$ cat config.mk
export PLATFORM = sky130hd
export DESIGN_NAME = spi_wb_master
export DESIGN_NICKNAME = d
export VERILOG_FILES = /design/src/rtl/spi_wb_pkg.sv /design/src/rtl/spi_sync.sv /design/src/rtl/spi_wb_master.sv
export SDC_FILE = /design/constraint.sdc
export NUM_CORES = 1
export LEC_CHECK = 0
export CAP_MARGIN = 0
export CORE_MARGIN = 2
export CORE_UTILIZATION = 35
export DETAILED_ROUTE_END_ITERATION = 10
export PLACE_DENSITY = 0.57
export SYNTH_ARGS = -nofsm -noshare
export SYNTH_HDL_FRONTEND = slang
export SYNTH_SLANG_ARGS = --single-unit
$ cat constraint.sdc
create_clock -name wb_clk_in -period 3.9 [get_ports wb_clk_in]
set_input_delay 0.78 -clock wb_clk_in [delete_from_list [all_inputs] [get_ports wb_clk_in]]
set_output_delay 0.78 -clock wb_clk_in [all_outputs]
set_load 0.01 [all_outputs]
$ cat src/rtl/spi_wb_pkg.sv
// Shared encodings for the SPI-to-Wishbone bridge: FSM states, command layout, timeout data.
// Latency: n/a (types and constants only).
// Backpressure: n/a.
package spi_wb_pkg;

  typedef enum logic [2:0] {
    IDLE,
    CMD,
    RD_REQ,
    RD_WAIT,
    RDATA,
    WDATA,
    WR_REQ,
    WR_WAIT
  } state_t;

  // Command byte: bit 7 selects write, low bits carry the start address.
  localparam int CMD_WR_BIT = 7;

  // Data returned to the host when a read gets no ack in time.
  localparam logic [7:0] TIMEOUT_RD_VAL = 8'hFF;

endpackage

$ cat src/rtl/spi_sync.sv
// Two-flop synchronizer for one asynchronous input, plus rise/fall pulses on the synced level.
// Latency: level valid 2 cycles after the input settles; rise/fall pulse in that same cycle.
// Backpressure: none; pulses are single-cycle and must be consumed when seen.
module spi_sync (
  input  logic clk,
  input  logic rst,
  input  logic din,
  output logic level,
  output logic rise,
  output logic fall
);

  logic meta;
  logic prev;

  // Resynchronise din and keep one cycle of history for edge detection.
  always_ff @(posedge clk) begin
    if (rst) begin
      meta  <= 1'b0;
      level <= 1'b0;
      prev  <= 1'b0;
    end else begin
      meta  <= din;
      level <= meta;
      prev  <= level;
    end
  end

  assign rise = level & ~prev;
  assign fall = ~level & prev;

endmodule

$ cat src/rtl/spi_wb_master.sv
// Bridges an SPI-slave command stream onto single Wishbone classic read/write cycles.
// Latency: 4 clocks from the last rising SCK of a byte to stb (2 sync, 1 edge detect, 1 FSM).
// Backpressure: none toward SPI; slave stalls are bounded by TIMEOUT and SCK <= clk/8 avoids overrun.
module spi_wb_master
  import spi_wb_pkg::*;
#(
  parameter int ADDR_WIDTH = 4,
  parameter int WIDTH      = 8,
  parameter int TIMEOUT    = 15
) (
  input  logic                  wb_clk_in,
  input  logic                  wb_rst_in,
  input  logic                  spi_sck_in,
  input  logic                  spi_cs_n_in,
  input  logic                  spi_mosi_in,
  output logic                  spi_miso_o,
  output logic [ADDR_WIDTH-1:0] wb_adr_o,
  output logic [WIDTH-1:0]      wb_dat_o,
  output logic                  wb_we_o,
  output logic                  wb_cyc_o,
  output logic                  wb_stb_o,
  input  logic                  wb_ack_in,
  input  logic [WIDTH-1:0]      wb_dat_in,
  output logic                  busy_o,
  output logic                  err_o
);

  if (WIDTH != 8) begin : g_width_chk
    $error("spi_wb_master: WIDTH must be 8");
  end
  if (ADDR_WIDTH < 1 || ADDR_WIDTH > 7) begin : g_addr_chk
    $error("spi_wb_master: ADDR_WIDTH must be 1..7");
  end
  if (TIMEOUT < 2) begin : g_tmo_chk
    $error("spi_wb_master: TIMEOUT must be at least 2");
  end

  localparam int TW = $clog2(TIMEOUT);

  logic sck_lvl, sck_rise, sck_fall;
  logic cs_lvl, cs_rise, cs_fall;
  logic mosi_lvl, mosi_rise, mosi_fall;

  spi_sync u_sync_sck  (.clk(wb_clk_in), .rst(wb_rst_in), .din(spi_sck_in),
                        .level(sck_lvl), .rise(sck_rise), .fall(sck_fall));
  spi_sync u_sync_cs   (.clk(wb_clk_in), .rst(wb_rst_in), .din(spi_cs_n_in),
                        .level(cs_lvl), .rise(cs_rise), .fall(cs_fall));
  spi_sync u_sync_mosi (.clk(wb_clk_in), .rst(wb_rst_in), .din(spi_mosi_in),
                        .level(mosi_lvl), .rise(mosi_rise), .fall(mosi_fall));

  logic sync_unused;
  assign sync_unused = ^{sck_lvl, cs_rise, mosi_rise, mosi_fall};

  state_t                state, nxt;
  logic [2:0]            bitcnt;
  logic [WIDTH-2:0]      rx_sh;
  logic [WIDTH-1:0]      rx_byte;
  logic                  byte_pend;
  logic [WIDTH-1:0]      tx;
  logic [ADDR_WIDTH-1:0] addr;
  logic [WIDTH-1:0]      wdat;
  logic [WIDTH-1:0]      prefetch;
  logic [TW-1:0]         tcnt;
  logic                  err;

  // A completed byte is taken only in the shifting states and never once CS has gone high.
  logic consume, tmo, wb_done;
  assign consume = byte_pend && !cs_lvl && (state == CMD || state == WDATA || state == RDATA);
  assign tmo     = (tcnt == TW'(TIMEOUT - 1));
  assign wb_done = wb_ack_in || tmo;

  // FSM state register.
  always_ff @(posedge wb_clk_in) begin
    if (wb_rst_in) state <= IDLE;
    else           state <= nxt;
  end

  // Next state; an in-flight Wishbone cycle always runs to ack/timeout before returning to IDLE.
  always_comb begin
    nxt = state;
    case (state)
      IDLE:    if (cs_fall) nxt = CMD;
      CMD:     if (cs_lvl) nxt = IDLE;
               else if (byte_pend) nxt = rx_byte[CMD_WR_BIT] ? WDATA : RD_REQ;
      RD_REQ:  nxt = RD_WAIT;
      RD_WAIT: if (wb_done) nxt = cs_lvl ? IDLE : RDATA;
      RDATA:   if (cs_lvl) nxt = IDLE;
               else if (byte_pend) nxt = RD_REQ;
      WDATA:   if (cs_lvl) nxt = IDLE;
               else if (byte_pend) nxt = WR_REQ;
      WR_REQ:  nxt = WR_WAIT;
      WR_WAIT: if (wb_done) nxt = cs_lvl ? IDLE : WDATA;
      default: nxt = IDLE;
    endcase
  end

  // SPI shifters: sample MOSI on rising SCK, advance MISO on falling SCK except right after a
  // byte boundary, where the freshly loaded MSB must stay on the wire for the next first bit.
  always_ff @(posedge wb_clk_in) begin
    if (wb_rst_in) begin
      bitcnt    <= '0;
      rx_sh     <= '0;
      rx_byte   <= '0;
      byte_pend <= 1'b0;
      tx        <= '0;
    end else if (cs_lvl) begin
      bitcnt    <= '0;
      byte_pend <= 1'b0;
      tx        <= '0;
    end else begin
      if (consume) byte_pend <= 1'b0;
      if (state == RDATA && consume) tx <= prefetch;
      else if (sck_fall && bitcnt != 3'd0) tx <= {tx[WIDTH-2:0], 1'b0};
      if (sck_rise) begin
        if (bitcnt == 3'd7) begin
          rx_byte   <= {rx_sh, mosi_lvl};
          byte_pend <= 1'b1;
        end else begin
          rx_sh <= {rx_sh[WIDTH-3:0], mosi_lvl};
        end
        bitcnt <= bitcnt + 3'd1;
      end
    end
  end

  // Wishbone datapath: address counter, write data, read prefetch, timeout counter, error flag.
  always_ff @(posedge wb_clk_in) begin
    if (wb_rst_in) begin
      addr     <= '0;
      wdat     <= '0;
      prefetch <= '0;
      tcnt     <= '0;
      err      <= 1'b0;
    end else begin
      if (state == CMD && consume)   addr <= rx_byte[ADDR_WIDTH-1:0];
      if (state == RDATA && consume) addr <= addr + 1'b1;
      if (state == WDATA && consume) wdat <= rx_byte;
      if (state == WR_WAIT && wb_done) addr <= addr + 1'b1;
      if (state == RD_WAIT && wb_done) prefetch <= wb_ack_in ? wb_dat_in : TIMEOUT_RD_VAL;
      // REQ is the first cycle of cyc, so the count starts at 1 entering WAIT.
      if (state == RD_REQ || state == WR_REQ)        tcnt <= TW'(1);
      else if (state == RD_WAIT || state == WR_WAIT) tcnt <= tcnt + 1'b1;
      if (state == IDLE && cs_fall) err <= 1'b0;
      else if ((state == RD_WAIT || state == WR_WAIT) && !wb_ack_in && tmo) err <= 1'b1;
    end
  end

  assign wb_cyc_o   = (state == RD_REQ) || (state == RD_WAIT) || (state == WR_REQ) || (state == WR_WAIT);
  assign wb_stb_o   = wb_cyc_o;
  assign wb_we_o    = (state == WR_REQ) || (state == WR_WAIT);
  assign wb_adr_o   = wb_cyc_o ? addr : '0;
  assign wb_dat_o   = wb_we_o ? wdat : '0;
  assign busy_o     = (state != IDLE);
  assign err_o      = err;
  assign spi_miso_o = tx[WIDTH-1];

endmodule
## Word level (Yosys, flattened, before mapping)

Cells that the tools add are included.
Widths: inputs -> output; s select.

| cells by class | value |
|---|---|
| bitwise operators | 7 |
| $add $sub $neg | 3 |
| multiplexer cells | 26 |
| equality and inequality tests | 15 |
| reductions and logical operators | 34 |

Operator list:

| cell | count |
|---|---|
| $mux 3 | 12 |
| $mux 8 | 4 |
| $pmux 3 s8 | 1 |
| $mux 4 | 4 |
| $eq 3x3->1 const B | 5 |
| $logic_and 1x1->1 | 11 |
| $logic_or 1x1->1 | 9 |
| $ne 3x2->1 const B | 3 |
| $reduce_bool 3->1 | 3 |
| $add 4x1->4 const B | 2 |
| $eq 3x2->1 const B | 2 |
| $ne 2x2->1 const B | 3 |
| $reduce_and 3->1 | 2 |
| $reduce_and 6->1 | 1 |
| $reduce_or 2->1 | 3 |
| $mux 1 | 5 |
| $eq 4x4->1 const B | 1 |
| $not 1->1 | 4 |
| $reduce_bool 2->1 | 2 |
| $add 3x1->3 const B | 1 |
| $and 1x1->1 | 3 |
| $eq 3x1->1 const B | 1 |
| $logic_not 3->1 | 1 |
| $logic_not 1->1 | 2 |

| storage, ports and cells | value |
|---|---|
| bits of input ports | 14 |
| word-level logic and storage cells | 105 |
| output and inout port bits | 18 |
| flip-flop bits (word level) | 63 |

## Longest topological paths before layout

| depth | value |
|---|---|
| depth after elaboration | 8 |
| depth in mapped cells | 7 |
| gate-level depth less buffers | 6 |

## Cells and area by module

A second synthesis with hierarchy kept.

| unflattened totals | value |
|---|---|
| cell total of the unflattened synthesis | 290 |
| area, all modules | 2780.2 um^2 |

By module, submodules not included:

| module | cells each | times used | sequential area each (um^2) | area an instance (um^2) |
|---|---|---|---|---|
| spi_wb_master | 266 | 1 | 1101.1 | 2506.2 |
| spi_sync | 8 | 3 | 60.1 | 91.3 |

## Least setup slack after synthesis

OpenSTA, ideal clock, no wires.

| path | value |
|---|---|
| path kind | register -> output |
| start | reg state[1] |
| end | out wb_dat_o[7] |
| setup slack | 1.995 ns |
| required time | 3.120 ns |
| data arrival time | 1.125 ns |
| buffers on the path | 3 |
| stages on the path, launching flop included | 5 |
| cell sequence | dfxtp_1 -> buf_4 -> clkbuf_1 -> clkbuf_1 -> and3_1 |

| between the ends | value |
|---|---|
| word-level cells in the longest chain between the ends | 3 |
| elaborated cells on any way between the ends | 4 |
| classes of those cells | eq/ne (2); mux (1); reduce/logical (1) |

RTL lines:

| item | line | text |
|---|---|---|
| from (decl) | spi_wb_master.sv:54 | `state_t state, nxt;` |
| from (signal assigned) | spi_wb_master.sv:75 | `else state <= nxt;` |
| $eq 3x3->1 | spi_wb_master.sv:150 | `assign wb_we_o = (state == WR_REQ) \|\| (state == WR_WAIT);` |
| $logic_or 1x1->1 (*) | spi_wb_master.sv:150 |  |
| $mux 8 (*) | spi_wb_master.sv:152 | `assign wb_dat_o = wb_we_o ? wdat : '0;` |
| to (decl) | spi_wb_master.sv:18 | `output logic [WIDTH-1:0] wb_dat_o,` |

Mark *: on every way between the ends. The rest lies on a longest branch, timed or not.

## Worst setup path in the final report

| path | value |
|---|---|
| start | reg state[2] |
| end | out wb_we_o |

| between the ends | value |
|---|---|
| word-level cells in the longest chain between the ends | 2 |
| elaborated cells on any way between the ends | 3 |
| classes of those cells | eq/ne (2); reduce/logical (1) |

RTL lines:

| item | line | text |
|---|---|---|
| $eq 3x3->1 | spi_wb_master.sv:150 |  |
| $logic_or 1x1->1 (*) | spi_wb_master.sv:150 |  |
| to (decl) | spi_wb_master.sv:19 | `output logic wb_we_o,` |

Marks and branches as above.

==> results_dict.tcl <==
set metrics [dict create \
    status "completed" \
    cts.sinks 63 \
    maxCapViolCount 0 \
    grt_usage_pct 14.3 \
    path_cells "inv_1 > nor2_1 > clkdlybuf4s50_1" \
    finalSetupViolCount 0 \
    seq_area_frac_synth_pct 46.0 \
    drc 0 \
    clock.fmax_mhz 357 \
    synth_top_cell_by_area "dfxtp_1" \
    grt_pass1_vias 2105 \
    io-pin-count 32 \
    via_per_inst 4.80 \
    criticalPathCategory "reg2out" \
    drive_gt1_share_pct 9.45 \
    timing.final.crit_share_pct 71.9 \
    row_count 32 \
    htree_levels 3 \
    area_growth_pct 20.8 \
    die_area_um2 8560 \
    hold_buffers 0 \
    grt_max_degree 35 \
    drtIter0Drc 80 \
    clk_latency_ns 0.32 \
    synth_compound_area_share_pct 10.3 \
    cts_buffers 9 \
    relSlewSlack_pct 56.7 \
    place.gp.congestion 0.779 \
    start_util_pct 35.8 \
    ir_drop_mv 0.220 \
    antenna_found_initial 0 \
    synthCells 298 \
    syn_nets 318 \
    postCtsSetupRepairBufs 0 \
    crit_fanout 18 \
    final_core_util_pct 43.3 \
    dieWidth_um 92.5 \
    arrival_ns 2.02 \
    ys_seq_elements 63 \
    clk_pin_slew_ns 0.07 \
    rsz0062_at_grt "no" \
    synth_fa_ha_area_share_pct 2.74 \
    dp_hpwl_mm 3.78 \
    ys_types 43 \
    cp-end-kind "output pin" \
    core_area_um2 7650 \
    cpMaxStageDelayCell "dfxtp_1" \
    synthTopCellsByCount "dfxtp_1 (63), nor2_1 (62), mux2i_1 (32)" \
    cts_tree "yes" \
    final_nets 343 \
    p_leak_nw 1.31 \
    place.port_buffers 31 \
    slowest_delay_ns 0.71 \
    synth_top_area_share_pct 46.0 \
    gr-total-overflow 0 \
    ys.flop_type "dfxtp_1" \
    fin_crit_ns 2.80 \
    synth_top_family_by_area "simple AND/OR/NAND/NOR gates" \
    synth_area_leaders "dfxtp_1 (46%), mux2i_1 (12%), nor2_1 (8.5%)" \
    yosys_warnings 0 \
    synth_area_um2 2740 \
    dr.pass1.iters 4 \
    drtAntennaViolNets 0 \
    wl_per_cell_um 13.0 \
    synth.avg_cell_area_um2 9.20 \
    grt_pass1_wl_mm 9.78 \
    hold_class "reg2reg" \
    via_count 2064 \
    clk_path_buf_depth 2 \
    tightest_slew_ns 0.649 \
    cp_data_required_time_ns 3.12 \
    synthMuxAreaShare_pct 12.1 \
    wl_mm 5.59 \
    synth_edf_count 0 \
    cts_resized 0 \
    die_y_um 92.5 \
    async_flop_share_pct 0 \
    hold_violations 0 \
    power_density_nw_per_um2 415 \
    yosysMostFrequentCell "dfxtp_1" \
    antennaDiodeCount 0 \
    setup_tns_ns 0 \
    whs_ns 0.439 \
    synth_xor_area_share_pct 0.319 \
    yosys.area_share.simple_pct 24.0 \
    setup.worst_path.start_class "flip-flop" \
    slew_violations 0 \
    root_buffer "clkbuf_8" \
    clock-skew-final_ns 0.00527 \
]
-- layer usage --
metal	vias to the layer above	share of wire, %	global-route usage, %
met5	-	0	0
met4	0	0.98	5.10
li1	1064	-	-
met1	960	49	17.9
met3	4	3.1	3.99
met2	36	46	23.5
-- power breakdown --
group	internal [W]	leakage (nW)	switching [W]	total [W]
clock network	0.000346	0.109	0.000234	0.000580
registers	0.000655	0.509	0.0000201	0.000675
logic	0.0000563	0.695	0.0000616	0.000118
-- per-stage QoR --
stage          setup WS [ns]  area, um^2  cells  power, W
6_report                1.10        3310    430   0.00137
5_1_grt                0.927        3310    430   0.00144
4_1_cts                 1.06        3310    430   0.00140
3_5_place_dp            1.43        3100    414  0.000808
3_3_place_gp            1.46        3100    414  0.000809
2_1_floorplan           1.99        2740    298  0.000769
-- layout make-up --
class,count,area [um^2]
fill,785,4340
multi-input combinational,207,1360
sequential,63,1260
timing repair buffer,34,328
clock buffer,13,169
tap,102,128
clock inverter,3,40.0
inverter,8,30.0
-- final timing paths --
kind                        from               to  slack [ns]  cells after the start
setup / recovery        state[2]          wb_we_o        1.10                      3
hold / removal    u_sync_cs.meta  u_sync_cs.level        0.44                      1
setup reg to reg        state[2]            tx[5]        2.00                      4
hold reg to reg   u_sync_cs.meta  u_sync_cs.level        0.44                      1
-- critical path, delay by kind of cell (launching register included) --
kind | cells | cell delay (ns)
flip-flops | 1 | 0.71
buffers and inverters | 2 | 0.81
AND/OR/NAND/NOR | 1 | 0.18
-- kinds of logic (layout without fill, tap and decap cells) --
family / after synthesis / in the layout
AOI/OAI and AO/OA: 35 / 35
xor gates and xnor gates: 1 / 1
adders and majority gates: 6 / 6
buffers and inverters: 28 / 58
DFF: 63 / 63
muxes: 33 / 33
and+or+nand+nor: 132 / 132
-- sequential cells by signal, summed over array words and instances, names as in the netlist --
signal             flops
u_sync_cs.prev         1
rx_byte                8
tx                     8
u_sync_sck.meta        1
byte_pend              1
u_sync_sck.level       1
rx_sh                  7
u_sync_sck.prev        1
state                  3
prefetch               8
bitcnt                 3
wdat                   8
tcnt                   4
u_sync_cs.level        1
addr                   4
err_o                  1
u_sync_mosi.meta       1
u_sync_mosi.level      1
u_sync_cs.meta         1
-- layout by cell type, fill, tap and decap left out, types with 3 or more instances in the layout --
master	count
dfxtp_1	63
nor2_1	62
mux2i_1	32
clkdlybuf4s50_1	30
nor2b_1	12
clkbuf_8	12
and3_1	9
nand2_1	9
inv_1	8
a21oi_1	8
nand3_1	8
nor3_1	8
a211oi_1	7
ha_1	6
and2_1	4
or3_1	4
nand3b_1	4
o21ai_0	3
a31oi_1	3
buf_4	3
No activity file was read; power rests on OpenSTA's default activity.
